===== src/rtl/multicycle_pkg.sv =====
// Shared definitions for the multi-cycle sequencer: state encoding, opcodes,
// ALU operation / operand-B encodings and the packed control word.
// Build option: ILLEGAL_TRAP_EN selects trap-on-unknown-opcode behaviour.
package multicycle_pkg;

  typedef enum logic [3:0] {
    S_IDLE   = 4'd0,
    S_FETCH  = 4'd1,
    S_DECODE = 4'd2,
    S_EX_R   = 4'd3,
    S_EX_I   = 4'd4,
    S_ADDR   = 4'd5,
    S_MEM_RD = 4'd6,
    S_MEM_WR = 4'd7,
    S_WB_ALU = 4'd8,
    S_WB_MEM = 4'd9,
    S_BRANCH = 4'd10,
    S_TRAP   = 4'd11
  } state_e;

  localparam logic [6:0] OP_R   = 7'b0110011;
  localparam logic [6:0] OP_I   = 7'b0010011;
  localparam logic [6:0] OP_LD  = 7'b0000011;
  localparam logic [6:0] OP_SD  = 7'b0100011;
  localparam logic [6:0] OP_BEQ = 7'b1100011;

  localparam logic [1:0] ALU_ADD = 2'b00;
  localparam logic [1:0] ALU_SUB = 2'b01;
  localparam logic [1:0] ALU_RFN = 2'b10;
  localparam logic [1:0] ALU_IFN = 2'b11;

  localparam logic [1:0] SRCB_RS2  = 2'b00;
  localparam logic [1:0] SRCB_FOUR = 2'b01;
  localparam logic [1:0] SRCB_IMM  = 2'b10;

`ifdef ILLEGAL_TRAP_EN
  localparam bit TRAP_EN = 1'b1;
`else
  localparam bit TRAP_EN = 1'b0;
`endif

  // All datapath controls produced by the sequencer in one word.
  typedef struct packed {
    logic       pc_write;
    logic       pc_write_cond;
    logic       pc_source;
    logic       i_or_d;
    logic       mem_read;
    logic       mem_write;
    logic       ir_write;
    logic       mem_to_reg;
    logic       reg_write;
    logic       alu_src_a;
    logic [1:0] alu_src_b;
    logic [1:0] alu_op;
    logic       retire;
  } ctrl_t;

  function automatic logic op_is_legal(input logic [6:0] op);
    return (op == OP_R) || (op == OP_I) || (op == OP_LD) ||
           (op == OP_SD) || (op == OP_BEQ);
  endfunction

endpackage


===== src/rtl/multicycle_control_if.sv =====
// Control bus between the sequencer (master) and the datapath (slave).
interface multicycle_control_if;
  logic [6:0] instr_op_i;
  logic       mem_ready_i;
  logic       PCWrite_o;
  logic       PCWriteCond_o;
  logic       PCSource_o;
  logic       IorD_o;
  logic       MemRead_o;
  logic       MemWrite_o;
  logic       IRWrite_o;
  logic       MemtoReg_o;
  logic       RegWrite_o;
  logic       ALUSrcA_o;
  logic [1:0] ALUSrcB_o;
  logic [1:0] ALU_op_o;
  logic       retire_o;
  logic [3:0] state_o;

  modport master (
    input  instr_op_i, mem_ready_i,
    output PCWrite_o, PCWriteCond_o, PCSource_o, IorD_o, MemRead_o,
           MemWrite_o, IRWrite_o, MemtoReg_o, RegWrite_o, ALUSrcA_o,
           ALUSrcB_o, ALU_op_o, retire_o, state_o
  );

  modport slave (
    output instr_op_i, mem_ready_i,
    input  PCWrite_o, PCWriteCond_o, PCSource_o, IorD_o, MemRead_o,
           MemWrite_o, IRWrite_o, MemtoReg_o, RegWrite_o, ALUSrcA_o,
           ALUSrcB_o, ALU_op_o, retire_o, state_o
  );
endinterface


===== src/rtl/multicycle_ctrl_decode.sv =====
// Combinational map from current state (plus memory ready and the
// illegal-opcode flag) to the datapath control word.
module multicycle_ctrl_decode
  import multicycle_pkg::*;
(
  input  state_e state_i,
  input  logic   mem_ready_i,
  input  logic   illegal_i,
  output ctrl_t  ctrl_o
);

  // Every control defaults to 0; each state raises only what it needs.
  always_comb begin
    ctrl_o = '0;
    case (state_i)
      S_FETCH: begin
        ctrl_o.mem_read  = 1'b1;
        ctrl_o.alu_src_b = SRCB_FOUR;
        ctrl_o.alu_op    = ALU_ADD;
        // IR and PC only load on the cycle the instruction word arrives.
        ctrl_o.ir_write  = mem_ready_i;
        ctrl_o.pc_write  = mem_ready_i;
      end
      S_DECODE: begin
        ctrl_o.alu_src_b = SRCB_IMM;
        ctrl_o.alu_op    = ALU_ADD;
        // Without trapping, an unknown opcode retires here as a NOP.
        ctrl_o.retire    = illegal_i & ~TRAP_EN;
      end
      S_EX_R: begin
        ctrl_o.alu_src_a = 1'b1;
        ctrl_o.alu_src_b = SRCB_RS2;
        ctrl_o.alu_op    = ALU_RFN;
      end
      S_EX_I: begin
        ctrl_o.alu_src_a = 1'b1;
        ctrl_o.alu_src_b = SRCB_IMM;
        ctrl_o.alu_op    = ALU_IFN;
      end
      S_ADDR: begin
        ctrl_o.alu_src_a = 1'b1;
        ctrl_o.alu_src_b = SRCB_IMM;
        ctrl_o.alu_op    = ALU_ADD;
      end
      S_MEM_RD: begin
        ctrl_o.mem_read = 1'b1;
        ctrl_o.i_or_d   = 1'b1;
      end
      S_MEM_WR: begin
        ctrl_o.mem_write = 1'b1;
        ctrl_o.i_or_d    = 1'b1;
        ctrl_o.retire    = mem_ready_i;
      end
      S_WB_ALU: begin
        ctrl_o.reg_write = 1'b1;
        ctrl_o.retire    = 1'b1;
      end
      S_WB_MEM: begin
        ctrl_o.reg_write  = 1'b1;
        ctrl_o.mem_to_reg = 1'b1;
        ctrl_o.retire     = 1'b1;
      end
      S_BRANCH: begin
        ctrl_o.alu_src_a     = 1'b1;
        ctrl_o.alu_src_b     = SRCB_RS2;
        ctrl_o.alu_op        = ALU_SUB;
        ctrl_o.pc_write_cond = 1'b1;
        ctrl_o.pc_source     = 1'b1;
        ctrl_o.retire        = 1'b1;
      end
      default: ctrl_o = '0;  // IDLE and TRAP drive nothing
    endcase
  end

endmodule


===== src/rtl/multicycle_control.sv =====
// Multi-cycle sequencer top: state register and next-state logic; controls
// come from multicycle_ctrl_decode. Outputs are a pure function of the state
// register (gated by mem_ready_i where a request completes), so the async
// reset removes any pending memory request immediately.
// Build option: ILLEGAL_TRAP_EN -- unknown opcodes park the FSM in TRAP.
module multicycle_control
  import multicycle_pkg::*;
(
  input logic                 clk_i,
  input logic                 rst_n,
  multicycle_control_if.master bus
);

  state_e state_q;
  ctrl_t  ctrl;
  logic   illegal;

  assign illegal = ~op_is_legal(bus.instr_op_i);

  // FSM state register with next-state selection.
  always_ff @(posedge clk_i or negedge rst_n) begin
    if (!rst_n) begin
      state_q <= S_IDLE;
    end else begin
      case (state_q)
        S_IDLE:   state_q <= S_FETCH;
        S_FETCH:  if (bus.mem_ready_i) state_q <= S_DECODE;
        S_DECODE: begin
          case (bus.instr_op_i)
            OP_R:         state_q <= S_EX_R;
            OP_I:         state_q <= S_EX_I;
            OP_LD, OP_SD: state_q <= S_ADDR;
            OP_BEQ:       state_q <= S_BRANCH;
`ifdef ILLEGAL_TRAP_EN
            default:      state_q <= S_TRAP;
`else
            default:      state_q <= S_FETCH;
`endif
          endcase
        end
        S_EX_R:   state_q <= S_WB_ALU;
        S_EX_I:   state_q <= S_WB_ALU;
        // Opcode is held stable, so it still tells ld from sd here.
        S_ADDR:   state_q <= (bus.instr_op_i == OP_LD) ? S_MEM_RD : S_MEM_WR;
        S_MEM_RD: if (bus.mem_ready_i) state_q <= S_WB_MEM;
        S_MEM_WR: if (bus.mem_ready_i) state_q <= S_FETCH;
        S_WB_ALU: state_q <= S_FETCH;
        S_WB_MEM: state_q <= S_FETCH;
        S_BRANCH: state_q <= S_FETCH;
`ifdef ILLEGAL_TRAP_EN
        S_TRAP:   state_q <= S_TRAP;
`else
        S_TRAP:   state_q <= S_IDLE;
`endif
        default:  state_q <= S_IDLE;
      endcase
    end
  end

  multicycle_ctrl_decode u_decode (
    .state_i     (state_q),
    .mem_ready_i (bus.mem_ready_i),
    .illegal_i   (illegal),
    .ctrl_o      (ctrl)
  );

  assign bus.PCWrite_o     = ctrl.pc_write;
  assign bus.PCWriteCond_o = ctrl.pc_write_cond;
  assign bus.PCSource_o    = ctrl.pc_source;
  assign bus.IorD_o        = ctrl.i_or_d;
  assign bus.MemRead_o     = ctrl.mem_read;
  assign bus.MemWrite_o    = ctrl.mem_write;
  assign bus.IRWrite_o     = ctrl.ir_write;
  assign bus.MemtoReg_o    = ctrl.mem_to_reg;
  assign bus.RegWrite_o    = ctrl.reg_write;
  assign bus.ALUSrcA_o     = ctrl.alu_src_a;
  assign bus.ALUSrcB_o     = ctrl.alu_src_b;
  assign bus.ALU_op_o      = ctrl.alu_op;
  assign bus.retire_o      = ctrl.retire;
  assign bus.state_o       = state_q;

endmodule


===== src/flat_wrapper.sv =====
// flat-port wrapper written by rule: the top's interface ports become plain ports
module multicycle_control_flat import multicycle_pkg::*;
  (clk_i, rst_n, bus_instr_op_i, bus_mem_ready_i, bus_PCWrite_o, bus_PCWriteCond_o, bus_PCSource_o, bus_IorD_o, bus_MemRead_o, bus_MemWrite_o, bus_IRWrite_o, bus_MemtoReg_o, bus_RegWrite_o, bus_ALUSrcA_o, bus_ALUSrcB_o, bus_ALU_op_o, bus_retire_o, bus_state_o);
  multicycle_control_if bus_i ();
  input logic clk_i;
  input logic rst_n;
  input wire logic [$bits(bus_i.instr_op_i)-1:0] bus_instr_op_i;
  input wire logic [$bits(bus_i.mem_ready_i)-1:0] bus_mem_ready_i;
  output wire logic [$bits(bus_i.PCWrite_o)-1:0] bus_PCWrite_o;
  output wire logic [$bits(bus_i.PCWriteCond_o)-1:0] bus_PCWriteCond_o;
  output wire logic [$bits(bus_i.PCSource_o)-1:0] bus_PCSource_o;
  output wire logic [$bits(bus_i.IorD_o)-1:0] bus_IorD_o;
  output wire logic [$bits(bus_i.MemRead_o)-1:0] bus_MemRead_o;
  output wire logic [$bits(bus_i.MemWrite_o)-1:0] bus_MemWrite_o;
  output wire logic [$bits(bus_i.IRWrite_o)-1:0] bus_IRWrite_o;
  output wire logic [$bits(bus_i.MemtoReg_o)-1:0] bus_MemtoReg_o;
  output wire logic [$bits(bus_i.RegWrite_o)-1:0] bus_RegWrite_o;
  output wire logic [$bits(bus_i.ALUSrcA_o)-1:0] bus_ALUSrcA_o;
  output wire logic [$bits(bus_i.ALUSrcB_o)-1:0] bus_ALUSrcB_o;
  output wire logic [$bits(bus_i.ALU_op_o)-1:0] bus_ALU_op_o;
  output wire logic [$bits(bus_i.retire_o)-1:0] bus_retire_o;
  output wire logic [$bits(bus_i.state_o)-1:0] bus_state_o;
  assign bus_i.instr_op_i = bus_instr_op_i;
  assign bus_i.mem_ready_i = bus_mem_ready_i;
  assign bus_PCWrite_o = bus_i.PCWrite_o;
  assign bus_PCWriteCond_o = bus_i.PCWriteCond_o;
  assign bus_PCSource_o = bus_i.PCSource_o;
  assign bus_IorD_o = bus_i.IorD_o;
  assign bus_MemRead_o = bus_i.MemRead_o;
  assign bus_MemWrite_o = bus_i.MemWrite_o;
  assign bus_IRWrite_o = bus_i.IRWrite_o;
  assign bus_MemtoReg_o = bus_i.MemtoReg_o;
  assign bus_RegWrite_o = bus_i.RegWrite_o;
  assign bus_ALUSrcA_o = bus_i.ALUSrcA_o;
  assign bus_ALUSrcB_o = bus_i.ALUSrcB_o;
  assign bus_ALU_op_o = bus_i.ALU_op_o;
  assign bus_retire_o = bus_i.retire_o;
  assign bus_state_o = bus_i.state_o;
  multicycle_control u_core (.clk_i(clk_i), .rst_n(rst_n), .bus(bus_i));
endmodule

===== config.mk =====
export PLATFORM = sky130hd
export DESIGN_NAME = multicycle_control_flat
export DESIGN_NICKNAME = d
export VERILOG_FILES = /design/src/rtl/multicycle_pkg.sv /design/src/rtl/multicycle_control_if.sv /design/src/rtl/multicycle_ctrl_decode.sv /design/src/rtl/multicycle_control.sv /design/src/flat_wrapper.sv
export SDC_FILE = /design/constraint.sdc
export NUM_CORES = 1
export LEC_CHECK = 0
export ABC_AREA = 0
export CORE_UTILIZATION = 35
export CTS_CLUSTER_SIZE = 12
export DETAILED_ROUTE_END_ITERATION = 8
export GPL_TIMING_DRIVEN = 0
export HOLD_SLACK_MARGIN = 0.15
export PLACE_DENSITY = 0.82
export SLEW_MARGIN = 0
export SYNTH_ARGS = -nofsm -noshare
export SYNTH_HDL_FRONTEND = slang
export SYNTH_SLANG_ARGS = --single-unit

===== constraint.sdc =====
create_clock -name clk_i -period 2 [get_ports clk_i]
set_input_delay 0.4 -clock clk_i [delete_from_list [all_inputs] [get_ports clk_i]]
set_output_delay 0.4 -clock clk_i [all_outputs]
set_load 0.05 [all_outputs]

==> metrics.csv, run 1 <==
metric,value,unit
worst hold slack,0.3586,ns
pin slew with the least headroom to its limit,0.4934,ns
Layout area overhead,73.22,%
antenna violations before repair,0,
slowest cell on the critical path,clkdlybuf4s50_1,
die area,1612,µm²
layout filler cell count,129,
LEAKAGE,0.3748,nW
portion of total power attributed to sequential cells,11.2,%
share of Yosys cell area claimed by the top area cell type,19.66,%
maximum clock skew at final layout,0.006504,ns
wire length of the first global-routing pass,2373,µm
Hold/Removal Path Class,in2async,
Final Routed Wirelength,1514,µm
hpwl dp,1182,µm
post-route insts no fill,118,
total number of vias,657,
Final nets,115,
total global routing track utilization,22.39,%
area of the mapped netlist,509.2,µm²
"Clk Latency, worst-skew pair",0.24,ns
net switching power figure,0.0008815,W
internal power contribution,0.0005928,W
"Setup Fix Bufs, Post-CTS",0,
cells traversed along the worst timing path,"clkdlybuf4s50_1, nand4bb_4, nand2_1, a221o_1, nand2_4, buf_8",
overall power,0.001474,W
x dimension of the die,40.15,µm
first-pass iteration count of the detailed router,4,
total number of yosys warnings,0,
number of diodes added for antenna fixing,0,
maximum cell stage delay along the critical path,0.44,ns
cell count after placement,115,
initial core utilization,38.18,%
I/O pin count,29,
headroom to the max-slew limit,67.01,%
number of buffers created by CTS,3,
die extent in y,40.15,µm
Setup crit end kind,output port,
H-tree depth reported by CTS,1,
critical path arrival,1.61,ns
gr ovfl total,0,
number of remaining DRC errors,0,
share of power burned in the clock network,6.8,%
Final Setup Violations,1,
worst path setup slack after routing,-0.01121,ns
routed wirelength normalized by instance count,12.83,µm
"Core Util, Final",66.14,%
TritonCTS clock tree,built,
status,"finished, violations left",
pins over their slew limit,0,
global placement routability congestion,0.8563,
Largest register FFs,4,
final-report hold violation count,0,
leading register cell type out of synthesis,dfrtp_1,
unrepaired setup endpoints after global routing,yes,
leading post-synthesis cells by instance count,"10 x nand2_1, 8 x nor2_1, 4 x a21oi_1, 4 x buf_2, 4 x dfrtp_1",
failing checks,setup timing,
combinational fraction of design power,81.9,%
post-synthesis average cell area,7.073,µm²
most used standard cell by instance count after synthesis,nand2_1,
DR vias/cell,5.568,
total power divided by cell area,1671,nW/µm²
Max Cap Violations,0,
Yosys reg bits,4,
"EDFF count, synth",0,
Period minus WS final,2.011,ns
number of core rows,13,
portion of the clock cycle consumed by the worst path in the final layout,100.6,%
Root Buffer Master,clkbuf_4,
clock tree buffer depth,2,
Synth area leaders,"dfrtp_1 20%, nand2_1 7.4%, nor2_1 5.9%",
maximum fanout encountered on the critical timing path,4,
required time reported for the critical path endpoint,1.60,ns
internal reg-to-reg setup slack,0.67,ns
initial detailed-routing violation count,9,
post-synthesis cell count,72,
area of the core,1334,µm²
category of the most critical setup path,in2out,
count of nets left with antenna violations after detail routing,0,
pin count of the biggest net entering global routing,11,
IR Drop Worst-Case VDD,609.3,µV
via count of the first global-routing pass,530,
CTS clock-pin slew for the worst setup and hold paths,0.04,ns
maximum clock frequency,0.4972,GHz
total nets after synthesis,82,
proportion of synthesized flip-flops having asynchronous set or reset,100.0,%
Switching Share,59.79,%
Clock Sink Count,4,
layout cells sized above 1,40.78,%
Synth area leader,dfrtp_1,
sequential area share after synthesis,19.66,%
distinct cell type count of the synthesized netlist,32,
startpoint types,input port,
number of port buffers,28,
Worst Setup Slack post-DPL,-0.8626,ns
-- final timing paths --
kind                                              startpoint  cells after the start                                end
max                                        bus_instr_op_i[0]                      6                       bus_retire_o
min reg2reg                u_core.bus.state_o[0]$_DFFE_PN0P_                      3  u_core.bus.state_o[2]$_DFFE_PN0P_
max reg2reg                u_core.bus.state_o[2]$_DFFE_PN0P_                      3  u_core.bus.state_o[0]$_DFFE_PN0P_
min                                                    rst_n                      1  u_core.bus.state_o[3]$_DFFE_PN0P_
max in group asynchronous                              rst_n                      1  u_core.bus.state_o[1]$_DFFE_PN0P_
min in group clk_i                         bus_instr_op_i[1]                      4  u_core.bus.state_o[3]$_DFFE_PN0P_
-- worst max-delay path, delay by kind of cell --
| kind | cells | cell delay (ns) |
|---|---|---|
| buf+inv | 2 | 0.58 |
| simple gates | 3 | 0.27 |
| compound gates | 1 | 0.36 |
-- cell type report --
cell class / instances / area (µm²) / area share, %
multi-input cells: 58 / 415.4 / 47.09
repair buffers: 28 / 247.7 / 28.09
flip-flops and latches: 4 / 105.1 / 11.91
plain buffers: 7 / 61.31 / 6.950
clock buffers: 3 / 22.52 / 2.553
well taps: 15 / 18.77 / 2.128
inverters: 3 / 11.26 / 1.277
-- repair_timing --
action,4_1_cts,5_1_grt
hold buffers,0,0
setup endpoints to repair,15,10
resized for setup,70,12
pin swaps,4,1
-- layout by cell type, fill, tap and decap left out, types with 4 or more instances in the layout --
master,netlist,final
buf_2,4,6
buf_4,3,6
clkbuf_4,0,4
clkdlybuf4s50_1,0,7
dfrtp_2,0,4
dlygate4sd2_1,0,6
nand2_1,10,8
nor2_1,8,5
-- layer usage --
| metal | vias up | global-route usage [%] | wire length (µm) |
|---|---|---|---|
| met2 | 21 | 33.06 | 754 |
| met1 | 309 | 31.35 | 674 |
| met5 | - | 0 | 0 |
| met3 | 2 | 1.667 | 66 |
| met4 | 0 | 12.93 | 19 |
| li1 | 325 | - | - |
-- power groups by stage --
stage	Combinational, W	Clock, W	Sequential (W)
2_1_floorplan	0.000807	0	0.000242
3_5_place_dp	0.00123	0	0.000163
3_3_place_gp	0.00122	0	0.000161
5_1_grt	0.00130	0.000111	0.000169
6_report	0.00121	0.000101	0.000165
4_1_cts	0.00122	0.000104	0.000163
-- per-stage QoR --
stage | TNS (ns) | instance area, µm²
floorplan | -0.3988 | 583.1
global placement | -3.422 | 882.1
detailed placement | -3.567 | 882.1
CTS | -0.03567 | 894.6
global route | -0.06011 | 882.1
finish | -0.01121 | 882.1
-- cells by family after synthesis --
kind of cell    synth area share (%)
compound gates                 28.01
xor+xnor                       3.440
buf+inv                        10.56
flops                          19.66
simple gates                   38.33
Power figures use the tool's default switching activity.
==> run 2, diff against run 1 <==
SLEW_MARGIN = 5   (was 0)
==> results of run 2 <==
The final DEF is identical to that of run 1; final timing and power are the same.
==> run 3, diff against run 2 <==
==> constraint.sdc (replaced) <==
create_clock -name clk_i -period 2 [get_ports clk_i]
set_input_delay 0.2 -clock clk_i [delete_from_list [all_inputs] [get_ports clk_i]]
set_output_delay 0.2 -clock clk_i [all_outputs]
set_load 0.05 [all_outputs]
==> metrics.csv, run 3 (synthesis gave the netlist of run 1 again) <==
metric,value,unit
status,completed,
Resized Gates After CTS,34,
Final Setup Violations,0,
number of buffers created by CTS,3,
Max Cap Violations,0,
total global routing track utilization,22.22,%
IR Drop Worst-Case VDD,880.8,µV
count of nets left with antenna violations after detail routing,0,
total number of vias,688,
number of diodes added for antenna fixing,0,
area of the core,1334,µm²
number of port buffers,28,
critical path arrival,1.78,ns
CTS Hold Buffers Added,0,
total power divided by cell area,1644,nW/µm²
category of the most critical setup path,reg2out,
total non-filler cell area in the finished layout,853.3,µm²
number of core rows,13,
pins over their slew limit,0,
TritonCTS clock tree,built,
pin count of the biggest net entering global routing,11,
register area,103.9,µm²
most used routing layer,met2,
required time reported for the critical path endpoint,1.80,ns
Root Buffer Master,clkbuf_4,
Largest register FFs,4,
antenna violations before repair,0,
"Clk Latency, worst-skew pair",0.24,ns
worst hold slack,0.1557,ns
initial detailed-routing violation count,20,
Layout area overhead,67.57,%
headroom to the max-slew limit,66.25,%
area of combinational cells with multiple inputs,400.4,µm²
Final Routed Wirelength,1514,µm
routed wirelength normalized by instance count,12.72,µm
die extent in y,40.15,µm
layout filler cell count,128,
Final nets,115,
layout cells sized above 1,32.69,%
most frequent cells in the layout,"13 x clkdlybuf4s50_1, 9 x nand2_1, 8 x buf_2",
first-pass iteration count of the detailed router,4,
Hold/Removal Path Class,in2async,
maximum clock frequency,0.5041,GHz
final-report hold violation count,0,
Post-DP Area,860.8,µm²
Setup crit end kind,output port,
I/O pin count,29,
initial core utilization,38.18,%
startpoint types,flop,
met1 capacity usage during global routing,26.89,%
gr ovfl total,0,
pin slew with the least headroom to its limit,0.5082,ns
hpwl dp,1174,µm
DR vias/cell,5.782,
clock tree buffer depth,2,
x dimension of the die,40.15,µm
CTS clock-pin slew for the worst setup and hold paths,0.04,ns
met2 capacity usage during global routing,41.53,%
unrepaired setup endpoints after global routing,no,
maximum clock skew at final layout,0.003991,ns
die area,1612,µm²
"commonest non-fill, non-tap cell in the layout",clkdlybuf4s50_1,
LEAKAGE,0.3583,nW
number of remaining DRC errors,0,
"Setup Fix Bufs, Post-CTS",0,
portion of the clock cycle consumed by the worst path in the final layout,99.20,%
Period minus WS final,1.984,ns
wire length of the first global-routing pass,2456,µm
via count of the first global-routing pass,591,
Clock Sink Count,4,
summed negative setup slack over all endpoints,0,ns
global placement routability congestion,0.8741,
H-tree depth reported by CTS,1,
maximum fanout encountered on the critical timing path,10,
met3 Use GR,1.667,%
## run 3: final timing paths
kind | slack, ns | cells after the start | from | to
worst max-delay path | 0.02 | 4 | u_core.bus.state_o[1]$_DFFE_PN0P_ | bus_ALUSrcA_o
worst min-delay path | 0.16 | 1 | rst_n | u_core.bus.state_o[0]$_DFFE_PN0P_
worst max register to register | 0.64 | 3 | u_core.bus.state_o[3]$_DFFE_PN0P_ | u_core.bus.state_o[0]$_DFFE_PN0P_
worst min register to register | 0.70 | 3 | u_core.bus.state_o[0]$_DFFE_PN0P_ | u_core.bus.state_o[2]$_DFFE_PN0P_
max in group asynchronous | 1.67 | 1 | rst_n | u_core.bus.state_o[3]$_DFFE_PN0P_
min in group clk_i | 0.70 | 3 | u_core.bus.state_o[0]$_DFFE_PN0P_ | u_core.bus.state_o[2]$_DFFE_PN0P_
## run 3: power by group
part	internal, W	total [W]	leakage (nW)	switching, W
clock network	0.0000750	0.000111	0.0150	0.0000357
registers	0.000114	0.000160	0.0472	0.0000462
logic	0.000343	0.00113	0.296	0.000788
total	0.000533	0.00140	0.358	0.000870
## run 3: area by class of cell
type / instances / area share [%]
buffer: 7 / 5.425
inverter: 3 / 1.320
tap: 15 / 2.199
clock buffer: 4 / 3.079
timing repair buffer: 28 / 28.89
sequential: 4 / 12.17
multi-input combinational: 58 / 46.92
## run 3: per-layer routing
layer | wire, µm | share of wire [%] | vias to the layer above
met5 | 0 | 0 | -
li1 | - | - | 326
met1 | 595 | 39 | 319
met4 | 19 | 1.3 | 0
met2 | 786 | 52 | 37
met3 | 112 | 7.4 | 6
## run 3: critical path, cell delays in order (launching register included)
cell and delay [ns]:
dfrtp_2 0.39, buf_2 0.18, buf_2 0.19, o22ai_1 0.21, dlygate4sd2_1 0.57
## run 3: metrics by stage
step	setup slack [ns]	total power (W)	std cells	util (%)
2_1_floorplan	0.003647	0.001012	72	-
3_3_place_gp	-0.4032	0.001338	115	64.54
6_report	0.01607	0.001403	119	63.98
3_5_place_dp	-0.4261	0.001359	115	64.54
4_1_cts	0.003578	0.001421	119	65.67
5_1_grt	0.002181	0.001490	119	63.98
